File: config.mk
export PLATFORM = sky130hd
export DESIGN_NAME = display_scan_ctrl
export DESIGN_NICKNAME = d
export VERILOG_FILES = /design/src/rtl/display_scan_ctrl_pkg.sv /design/src/rtl/display_scan_ctrl_scan_timer.sv /design/src/rtl/display_scan_ctrl.sv
export SDC_FILE = /design/constraint.sdc
export NUM_CORES = 1
export LEC_CHECK = 0
export CAP_MARGIN = 20
export CORE_MARGIN = 2
export CORE_UTILIZATION = 45
export CTS_BUF_LIST = sky130_fd_sc_hd__clkbuf_4 sky130_fd_sc_hd__clkbuf_8
export CTS_CLUSTER_SIZE = 30
export DETAILED_ROUTE_END_ITERATION = 6
export HOLD_SLACK_MARGIN = 0.15
export PLACE_DENSITY_LB_ADDON = 0.25
export SLEW_MARGIN = 0
export SYNTH_ARGS = -nofsm -noshare
export SYNTH_HDL_FRONTEND = slang
export SYNTH_SLANG_ARGS = --single-unit
File: constraint.sdc
create_clock -name clk -period 3.9 [get_ports clk]
set_input_delay 0.585 -clock clk [delete_from_list [all_inputs] [get_ports clk]]
set_output_delay 0.585 -clock clk [all_outputs]
set_load 0.005 [all_outputs]
File: src/rtl/display_scan_ctrl_pkg.sv
// ----------------------------------------------------------------------------
// display_scan_ctrl_pkg
//   Shared definitions for the multi-digit 7-segment scan controller:
//   default digit count, nibble width, FSM state encoding and a small helper
//   used to size counters safely.
// ----------------------------------------------------------------------------
package display_scan_ctrl_pkg;

    localparam int DISP_NUM_DIGITS = 4;
    localparam int DISP_NIBBLE_W   = 4;

    typedef enum logic {
        ST_BLANK = 1'b0,
        ST_SHOW  = 1'b1
    } scan_state_e;

    // $clog2 of the limit, but never narrower than one bit so that a limit of
    // 1 still yields a legal (constant-zero) counter.
    function automatic int cnt_width(input int limit);
        return (limit > 1) ? $clog2(limit) : 1;
    endfunction

endpackage

File: src/rtl/display_scan_ctrl_scan_timer.sv
// ----------------------------------------------------------------------------
// display_scan_ctrl_scan_timer
//   Window timing for the scan controller. A down-counter measures the
//   current BLANK or SHOW window; inside SHOW a slice counter divides the
//   dwell into 2**DUTY_BITS equal PWM slices.
// Ports
//   clk              clock
//   rst_n            synchronous active-low reset (counter starts a BLANK window)
//   show_i           current FSM state is SHOW
//   win_end_o        this cycle is the last one of the current window
//   slice_idx_next_o slice index that will be current on the next cycle
// ----------------------------------------------------------------------------
module display_scan_ctrl_scan_timer
    import display_scan_ctrl_pkg::*;
#(
    parameter int DWELL_CYCLES = 10000,
    parameter int BLANK_CYCLES = 16,
    parameter int DUTY_BITS    = 3
) (
    input  logic                 clk,
    input  logic                 rst_n,
    input  logic                 show_i,
    output logic                 win_end_o,
    output logic [DUTY_BITS-1:0] slice_idx_next_o
);

    localparam int SLICE_CYCLES = DWELL_CYCLES >> DUTY_BITS;
    localparam int CNT_W = cnt_width((DWELL_CYCLES > BLANK_CYCLES) ? DWELL_CYCLES : BLANK_CYCLES);
    localparam int SLC_W = cnt_width(SLICE_CYCLES);

    localparam logic [CNT_W-1:0] DWELL_LAST = CNT_W'(DWELL_CYCLES - 1);
    localparam logic [CNT_W-1:0] BLANK_LAST = CNT_W'(BLANK_CYCLES - 1);
    localparam logic [SLC_W-1:0] SLICE_LAST = SLC_W'(SLICE_CYCLES - 1);

    logic [CNT_W-1:0]     cnt_q, cnt_d;
    logic [SLC_W-1:0]     slc_cnt_q, slc_cnt_d;
    logic [DUTY_BITS-1:0] slc_idx_q, slc_idx_d;
    logic                 win_end;
    logic                 slice_end;

    assign win_end   = (cnt_q == '0);
    assign slice_end = (slc_cnt_q == SLICE_LAST);

    always_comb begin
        cnt_d     = cnt_q;
        slc_cnt_d = slc_cnt_q;
        slc_idx_d = slc_idx_q;
        if (win_end) begin
            // Next window is the opposite kind of the current one.
            cnt_d     = show_i ? BLANK_LAST : DWELL_LAST;
            slc_cnt_d = '0;
            slc_idx_d = '0;
        end else begin
            cnt_d = cnt_q - 1'b1;
            if (show_i) begin
                // DWELL is a whole number of slices, so the last slice ends
                // together with the window and the index never overflows.
                if (slice_end) begin
                    slc_cnt_d = '0;
                    slc_idx_d = slc_idx_q + 1'b1;
                end else begin
                    slc_cnt_d = slc_cnt_q + 1'b1;
                end
            end
        end
    end

    always_ff @(posedge clk) begin
        if (!rst_n) begin
            cnt_q     <= BLANK_LAST;
            slc_cnt_q <= '0;
            slc_idx_q <= '0;
        end else begin
            cnt_q     <= cnt_d;
            slc_cnt_q <= slc_cnt_d;
            slc_idx_q <= slc_idx_d;
        end
    end

    assign win_end_o        = win_end;
    assign slice_idx_next_o = slc_idx_d;

endmodule

File: src/rtl/display_scan_ctrl.sv
// ----------------------------------------------------------------------------
// display_scan_ctrl
//   Time-multiplexed scan controller for a common-segment multi-digit 7-seg
//   display. Each digit gets a BLANK gap followed by a SHOW dwell with PWM
//   brightness. New digit data arrives through a valid/ready port and is
//   committed only at the frame boundary, so a frame never mixes data.
// Ports
//   clk, rst_n    clock, synchronous active-low reset
//   load_valid/ready/data, dp_mask   load port (nibble k = digit k)
//   brightness    on-time = brightness+1 slices, sampled at SHOW entry
//   digit_sel     one-hot digit enable, zero when off
//   nibble        value for the external seg7 decoder
//   dp_out        decimal point of the lit digit
//   blank         1 = segments off
//   frame_tick    one-cycle pulse when the scan wraps to digit 0
// ----------------------------------------------------------------------------
module display_scan_ctrl
    import display_scan_ctrl_pkg::*;
#(
    parameter int NUM_DIGITS   = DISP_NUM_DIGITS,
    parameter int DWELL_CYCLES = 10000,
    parameter int BLANK_CYCLES = 16,
    parameter int DUTY_BITS    = 3
) (
    input  logic                              clk,
    input  logic                              rst_n,
    input  logic                              load_valid,
    output logic                              load_ready,
    input  logic [DISP_NIBBLE_W*NUM_DIGITS-1:0] load_data,
    input  logic [NUM_DIGITS-1:0]             dp_mask,
    input  logic [DUTY_BITS-1:0]              brightness,
    output logic [NUM_DIGITS-1:0]             digit_sel,
    output logic [DISP_NIBBLE_W-1:0]          nibble,
    output logic                              dp_out,
    output logic                              blank,
    output logic                              frame_tick
);

    localparam int IDX_W  = cnt_width(NUM_DIGITS);
    localparam int DATA_W = DISP_NIBBLE_W * NUM_DIGITS;
    localparam logic [IDX_W-1:0] IDX_LAST = IDX_W'(NUM_DIGITS - 1);

    scan_state_e                state_q, state_d;
    logic [IDX_W-1:0]           idx_q, idx_d;
    logic [DUTY_BITS-1:0]       bright_q, bright_d;
    logic [DATA_W-1:0]          active_q, active_d;
    logic [NUM_DIGITS-1:0]      active_dp_q, active_dp_d;
    logic [DATA_W-1:0]          pend_data_q, pend_data_d;
    logic [NUM_DIGITS-1:0]      pend_dp_q, pend_dp_d;
    logic                       pend_q, pend_d;
    logic [NUM_DIGITS-1:0]      digit_sel_q, digit_sel_d;
    logic [DISP_NIBBLE_W-1:0]   nibble_q, nibble_d;
    logic                       dp_q, dp_d;
    logic                       blank_q, blank_d;
    logic                       frame_tick_q, frame_tick_d;

    logic                       win_end;
    logic [DUTY_BITS-1:0]       slice_idx_next;
    logic                       on_d;

    display_scan_ctrl_scan_timer #(
        .DWELL_CYCLES (DWELL_CYCLES),
        .BLANK_CYCLES (BLANK_CYCLES),
        .DUTY_BITS    (DUTY_BITS)
    ) u_timer (
        .clk              (clk),
        .rst_n            (rst_n),
        .show_i           (state_q == ST_SHOW),
        .win_end_o        (win_end),
        .slice_idx_next_o (slice_idx_next)
    );

    // FSM next state plus registered-output decode. Outputs are computed from
    // next-state values so they change on the same edge as the FSM/slices.
    always_comb begin
        state_d      = state_q;
        idx_d        = idx_q;
        bright_d     = bright_q;
        frame_tick_d = 1'b0;
        case (state_q)
            ST_BLANK: begin
                if (win_end) begin
                    state_d  = ST_SHOW;
                    bright_d = brightness;
                end
            end
            ST_SHOW: begin
                if (win_end) begin
                    state_d = ST_BLANK;
                    if (idx_q == IDX_LAST) begin
                        idx_d        = '0;
                        frame_tick_d = 1'b1;
                    end else begin
                        idx_d = idx_q + 1'b1;
                    end
                end
            end
        endcase

        on_d        = (state_d == ST_SHOW) && (slice_idx_next <= bright_d);
        digit_sel_d = on_d ? (NUM_DIGITS'(1) << idx_d) : '0;
        blank_d     = ~on_d;
        dp_d        = on_d && active_dp_q[idx_d];
        nibble_d    = (state_d == ST_SHOW) ? active_q[int'(idx_d) * DISP_NIBBLE_W +: DISP_NIBBLE_W]
                                           : nibble_q;
    end

    // Load handshake. The commit happens at the end of the frame_tick cycle,
    // which is always inside digit 0's BLANK gap, so the new data is in place
    // before the first SHOW of the new frame.
    always_comb begin
        active_d    = active_q;
        active_dp_d = active_dp_q;
        pend_data_d = pend_data_q;
        pend_dp_d   = pend_dp_q;
        pend_d      = pend_q;
        if (frame_tick_q && pend_q) begin
            active_d    = pend_data_q;
            active_dp_d = pend_dp_q;
            pend_d      = 1'b0;
        end else if (load_valid && !pend_q) begin
            pend_data_d = load_data;
            pend_dp_d   = dp_mask;
            pend_d      = 1'b1;
        end
    end

    always_ff @(posedge clk) begin
        if (!rst_n) begin
            state_q      <= ST_BLANK;
            idx_q        <= '0;
            bright_q     <= '0;
            active_q     <= '0;
            active_dp_q  <= '0;
            pend_data_q  <= '0;
            pend_dp_q    <= '0;
            pend_q       <= 1'b0;
            digit_sel_q  <= '0;
            nibble_q     <= '0;
            dp_q         <= 1'b0;
            blank_q      <= 1'b1;
            frame_tick_q <= 1'b0;
        end else begin
            state_q      <= state_d;
            idx_q        <= idx_d;
            bright_q     <= bright_d;
            active_q     <= active_d;
            active_dp_q  <= active_dp_d;
            pend_data_q  <= pend_data_d;
            pend_dp_q    <= pend_dp_d;
            pend_q       <= pend_d;
            digit_sel_q  <= digit_sel_d;
            nibble_q     <= nibble_d;
            dp_q         <= dp_d;
            blank_q      <= blank_d;
            frame_tick_q <= frame_tick_d;
        end
    end

    assign load_ready = ~pend_q;
    assign digit_sel  = digit_sel_q;
    assign nibble     = nibble_q;
    assign dp_out     = dp_q;
    assign blank      = blank_q;
    assign frame_tick = frame_tick_q;

endmodule
# After elaboration in Yosys (flattened, before gate mapping)
# Index checks and enable logic that the tools add are counted.
classes:
  add_sub_neg: 4
  multipliers: 0
  div: 0
  n_lt_le_gt_ge: 2
  eq_ne: 2
  shifts: 2
  n_mux: 17
  n_bitwise: 5
  reduce_logical: 11
ops:
  columns: ["cell", "count"]
  rows:
  - ["$mux W14", 2]
  - ["$shiftx A16 B5 Y4", 1]
  - ["$mux W3", 5]
  - ["$logic_not A14 Y1", 1]
  - ["$sub A14 B1 Y14 const B", 1]
  - ["$add A11 B1 Y11 const B", 1]
  - ["$eq A11 B11 Y1 const B", 1]
  - ["$mux W11", 1]
  - ["$mux W2", 3]
  - ["$not A1 Y1", 5]
  - ["$logic_and A1 B1 Y1", 4]
  - ["$mux W1", 4]
  - ["$reduce_and A2 Y1", 2]
  - ["$reduce_or A2 Y1", 2]
  - ["$shl A1 B2 Y4 const A", 1]
  - ["$add A3 B1 Y3 const B", 1]
  - ["$le A3 B3 Y1", 1]
  - ["$lt A2 B3 Y1 const B", 1]
  - ["$reduce_and A3 Y1", 1]
  - ["$add A2 B1 Y2 const B", 1]
  - ["$bmux W1 S2", 1]
  - ["$eq A2 B2 Y1 const B", 1]
  - ["$pmux W1 S2", 1]
  - ["$logic_not A1 Y1", 1]
word_totals:
  register_bits: 86
  latchBits: 0
  ram_bits: 0
  romBits: 0
  in_bits: 26
  output_inout_bits: 12
  elab_cells: 59
  n_memories: 0

# Depth between registers and ports, before layout
logic_depth:
  word_depth: 7
  mapped_depth: 12
  mapped_depth_nobuf: 12

# Hierarchy
# A second synthesis with hierarchy kept.
unflattened:
  cells_unflattened: 415
  area_unflattened_um2: 3662.3
modules_own_cells:
  columns: ["module", "instances", "cells_each", "area_per_inst_um2", "seq_area_each_um2"]
  rows:
  - ["display_scan_ctrl", 1, 259, 2328.5, 1161.1]
  - ["display_scan_ctrl_scan_timer", 1, 156, 1333.8, 560.5]

# Worst setup path before layout
# No wires, ideal clock.
synth_path:
  kind: "flip-flop to flip-flop"
  start: "register u_timer.cnt_q[0]"
  end: "register dp_q, in the netlist dp_out"
  setup_ns: 0.091
  t_arrival_ns: 2.820
  required_time_ns: 3.809
  setup_slack_ns: 0.989
  stages_incl_launch_ff: 13
  path_buffers: 0
  period_less_slack_ns: 2.911
  path_cell_list: "dfxtp_1 inv_1 ha_1 nor4b_4 nand4_2 nor2_1 mux2i_1 ha_1 nor2b_1 o21a_1 o21ai_0 nand3_4 a311oi_1"
synth_between:
  elab_chain_len: 6
  elab_cells_between_ends: 14
  cone_classes: "order compare: 1; mux: 10; reduce/logical: 3"
synth_rtl:
  columns: ["item", "line", "rtl"]
  rows:
  - ["start: declaration", "display_scan_ctrl_scan_timer.sv:35", "logic [CNT_W-1:0] cnt_q, cnt_d;"]
  - ["start signal: assignment", "display_scan_ctrl_scan_timer.sv:74", "cnt_q <= cnt_d;"]
  - ["$logic_not A14 Y1 *", "display_scan_ctrl_scan_timer.sv:41", "assign win_end = (cnt_q == '0);"]
  - ["$mux W3 or $mux W2 (tied branches)", "display_scan_ctrl.sv:82, display_scan_ctrl.sv:88", null]
  - ["$mux W3 or $mux W2 (tied branches)", "display_scan_ctrl.sv:80", "case (state_q)"]
  - ["$le A3 B3 Y1 or $bmux W1 S2 (tied branches)", "display_scan_ctrl.sv:100, display_scan_ctrl.sv:103", null]
  - ["$logic_and A1 B1 Y1 or $mux W1 (tied branches)", "display_scan_ctrl.sv:100, display_scan_ctrl.sv:103", null]
  - ["$logic_and A1 B1 Y1 *", "display_scan_ctrl.sv:103", "dp_d = on_d && active_dp_q[idx_d];"]
  - ["end signal: assignment", "display_scan_ctrl.sv:154", "dp_q <= dp_d;"]
  - ["end: declaration", "display_scan_ctrl.sv:53", "logic dp_q, dp_d;"]
# Every way passes the cells marked *; elsewhere a longest branch is shown, timed or not. The select of a mux whose other input is x is not followed.
# A chain may end at the register's enable or synchronous reset.

# Worst setup path after layout
# Same ends and word-level chain as after synthesis.

==> results.yml <==
power_and_ir_drop:
  p_total_mw: 1.660
  ir_worst_vdd_mv: 0.2930
  p_leak_nw: 1.534
  power.density_cell_area_mw_per_mm2: 386.0
critical_path:
  cp_max_fo: 10
  setup.worst_path.end_class: "flop"
  cp_num_buf_inv: 1
  crit_type: "flop to flop"
  path_cells: "inv_1, ha_1, nor4b_4, nand4_2, nor2_1, mux2i_1, ha_1, nor2b_1, o21a_1, o21ai_0, nand3_4, a311oi_1"
  critPathMaxStageDelay_ns: 0.40
  crit_arrival_ns: 3.54
  path_delay_family: "simple AND/OR/NAND/NOR gates"
  crit_top_cell: "ha_1"
  crit_path_start_kind: "flop"
  cp_data_required_time_ns: 4.17
  slowest_stage: "nor4b_4"
sta:
  slew_headroom: 0.5318
  fmax_mhz: 305.2
  setup_viol: 0
  tightest_slew_ns: 0.7006
  slew_violations: 0
  rsz0062_at_grt: "false"
  hold_viol: 0
  setup_tns_ns: 0
  finClkSkew_ns: 0.008263
  period_share: 0.8401
  period_needed_ns: 3.276
  hold-worst-slack_ns: 0.4024
grt:
  gr-max-usage-layer: "met2"
  grt.met1_usage: 0.2076
  grt_usage: 0.1661
  antenna_found_initial: 0
  use_met3: 0.03130
  grt_pass1_vias: 2634
  grt_max_degree: 58
  grt_pass1_wl_um: 11660
  grtUsageMet2: 0.2804
  grt_overflow_total: 0
floorplan:
  fp.dieW_um: 93.86
  coreArea_mm2: 0.007767
  io_pins: 38
  die-height_um: 93.86
  dieArea_mm2: 0.008809
  start_util: 0.4678
  num_rows: 32
final_layout:
  final_nets: 466
  antenna_cells: 0
  drive_gt1_frac: 0.09153
  syn_to_final_growth_pct: 18.39
  final_cell_mix: "nand2_1 (101), dfxtp_1 (86), a21boi_0 (40)"
  final_common_cell: "nand2_1"
logic_synthesis:
  synth_cell_types: 51
  yosysTopAreaCell: "dfxtp_1"
  synth_area_mm2: 0.003633
  yosysWarnings: 0
  synth_nets: 433
  syn_inst: 399
  syn_avg_cell_area_um2: 9.106
  ys_ff_latch: 86
  synth_area_leaders: "dfxtp_1 (47%), nand2_1 (10%), a21boi_0 (8.3%)"
  seq_area_frac_synth: 0.4738
  synth_top_area_frac: 0.4738
drt:
  dr.pass1.iters: 4
  antenna_left: 0
  wire_per_inst_um: 12.39
  initialDrtViolationCount: 58
  wirelength_um: 6679
  routed_via_density: 5.063
  drc: 0
  num_vias: 2729
clock_tree:
  cts_sinks: 86
  h-tree-depth: 3
  clk_pin_slew_ns: 0.09
  cts_hold_buf: 0
  cts_made_buffers: 9
  root_buffer: "clkbuf_8"
  clk_latency_ns: 0.35
  cts_setup_buffers: 0
  cts_tree: "yes"
  clk_path_buf_depth: 2
  post_cts_resized: 0
job:
  cap_violations: 0
status:
  status: "completed"
placed_design:
  hpwl_um: 4782
  place_congestion: 0.7507
  io_buffers: 37
min_path:
  hp-class: "flop to flop"
==> cells by family after synthesis <==
logic type / synth area share
flip-flops: 0.4738
multiplexers: 0.03926
XOR/XNOR: 0.05268
buffers and inverters: 0.02548
AO/OA/AOI/OAI: 0.1381
adder cells (fa/ha/maj): 0.02755
AND/OR/NAND/NOR: 0.2431
==> state kept, by name (all words and copies together), names as in the netlist, 4 cells and up <==
register	count
pend_data_q	16
active_q	16
pend_dp_q	4
active_dp_q	4
nibble	4
u_timer.cnt_q	14
digit_sel	4
u_timer.slc_cnt_q	11
==> worst paths after layout <==
kind,start,end,slack (ns),cells past startpoint
max,u_timer.cnt_q[0],dp_out,0.62,12
min,u_timer.cnt_q[0],u_timer.cnt_q[0],0.40,1
max reg2reg,u_timer.cnt_q[0],dp_out,0.62,12
min reg2reg,u_timer.cnt_q[0],u_timer.cnt_q[0],0.40,1
==> power by group <==
part	switching [mW]	leakage [nW]	total, mW	internal [mW]
Combinational	0.0341	0.732	0.0757	0.0416
Clock	0.320	0.106	0.682	0.363
Sequential	0.00923	0.697	0.902	0.893
Total	0.363	1.53	1.66	1.30
==> final cells by class <==
type | count | area, um^2
inverters | 7 | 26.28
clock buffers | 9 | 123.9
clock inverters | 7 | 97.59
flip-flops and latches | 86 | 1722
multi-input cells | 289 | 1819
well taps | 102 | 127.6
fillers | 744 | 3466
repair buffers | 39 | 385.4
==> synthesized netlist by cell type, drive strengths merged <==
cell type  count
a211oi         1
a21boi        40
a21oi          6
a221oi         4
a311oi         1
a41o           1
and2          12
and3           1
and4           1
buf            2
clkbuf        15
dfxtp         86
ha             8
inv            7
mux2           2
mux2i         12
nand2        101
nand3          6
nand4          8
nand4b         1
nor2          21
nor2b          4
nor3          11
nor3b          1
nor4           1
nor4b          3
nor4bb         1
o211a          1
o211ai         1
o21a           2
o21ai          9
o31ai          1
or2            2
or3            3
or3b           1
or4            1
xnor2         11
xor2          10
==> layer usage <==
metal | vias to the layer above | wire length (um)
met4 | 0 | 116
li1 | 1421 | -
met5 | - | 0
met3 | 11 | 169
met2 | 37 | 3225
met1 | 1260 | 3168
==> per-stage QoR <==
step	std cells	cell area [um^2]	util	setup WS, ns
final	539	4302	0.5538	0.6235
after global routing	539	4302	0.5538	0.2210
after CTS	539	4302	0.5538	0.5718
after detailed placement	523	4080	0.5253	0.5840
after global placement	523	4080	0.5253	0.7558
after floorplan	399	3633	-	0.9889
(Power assumes the default switching activity.)
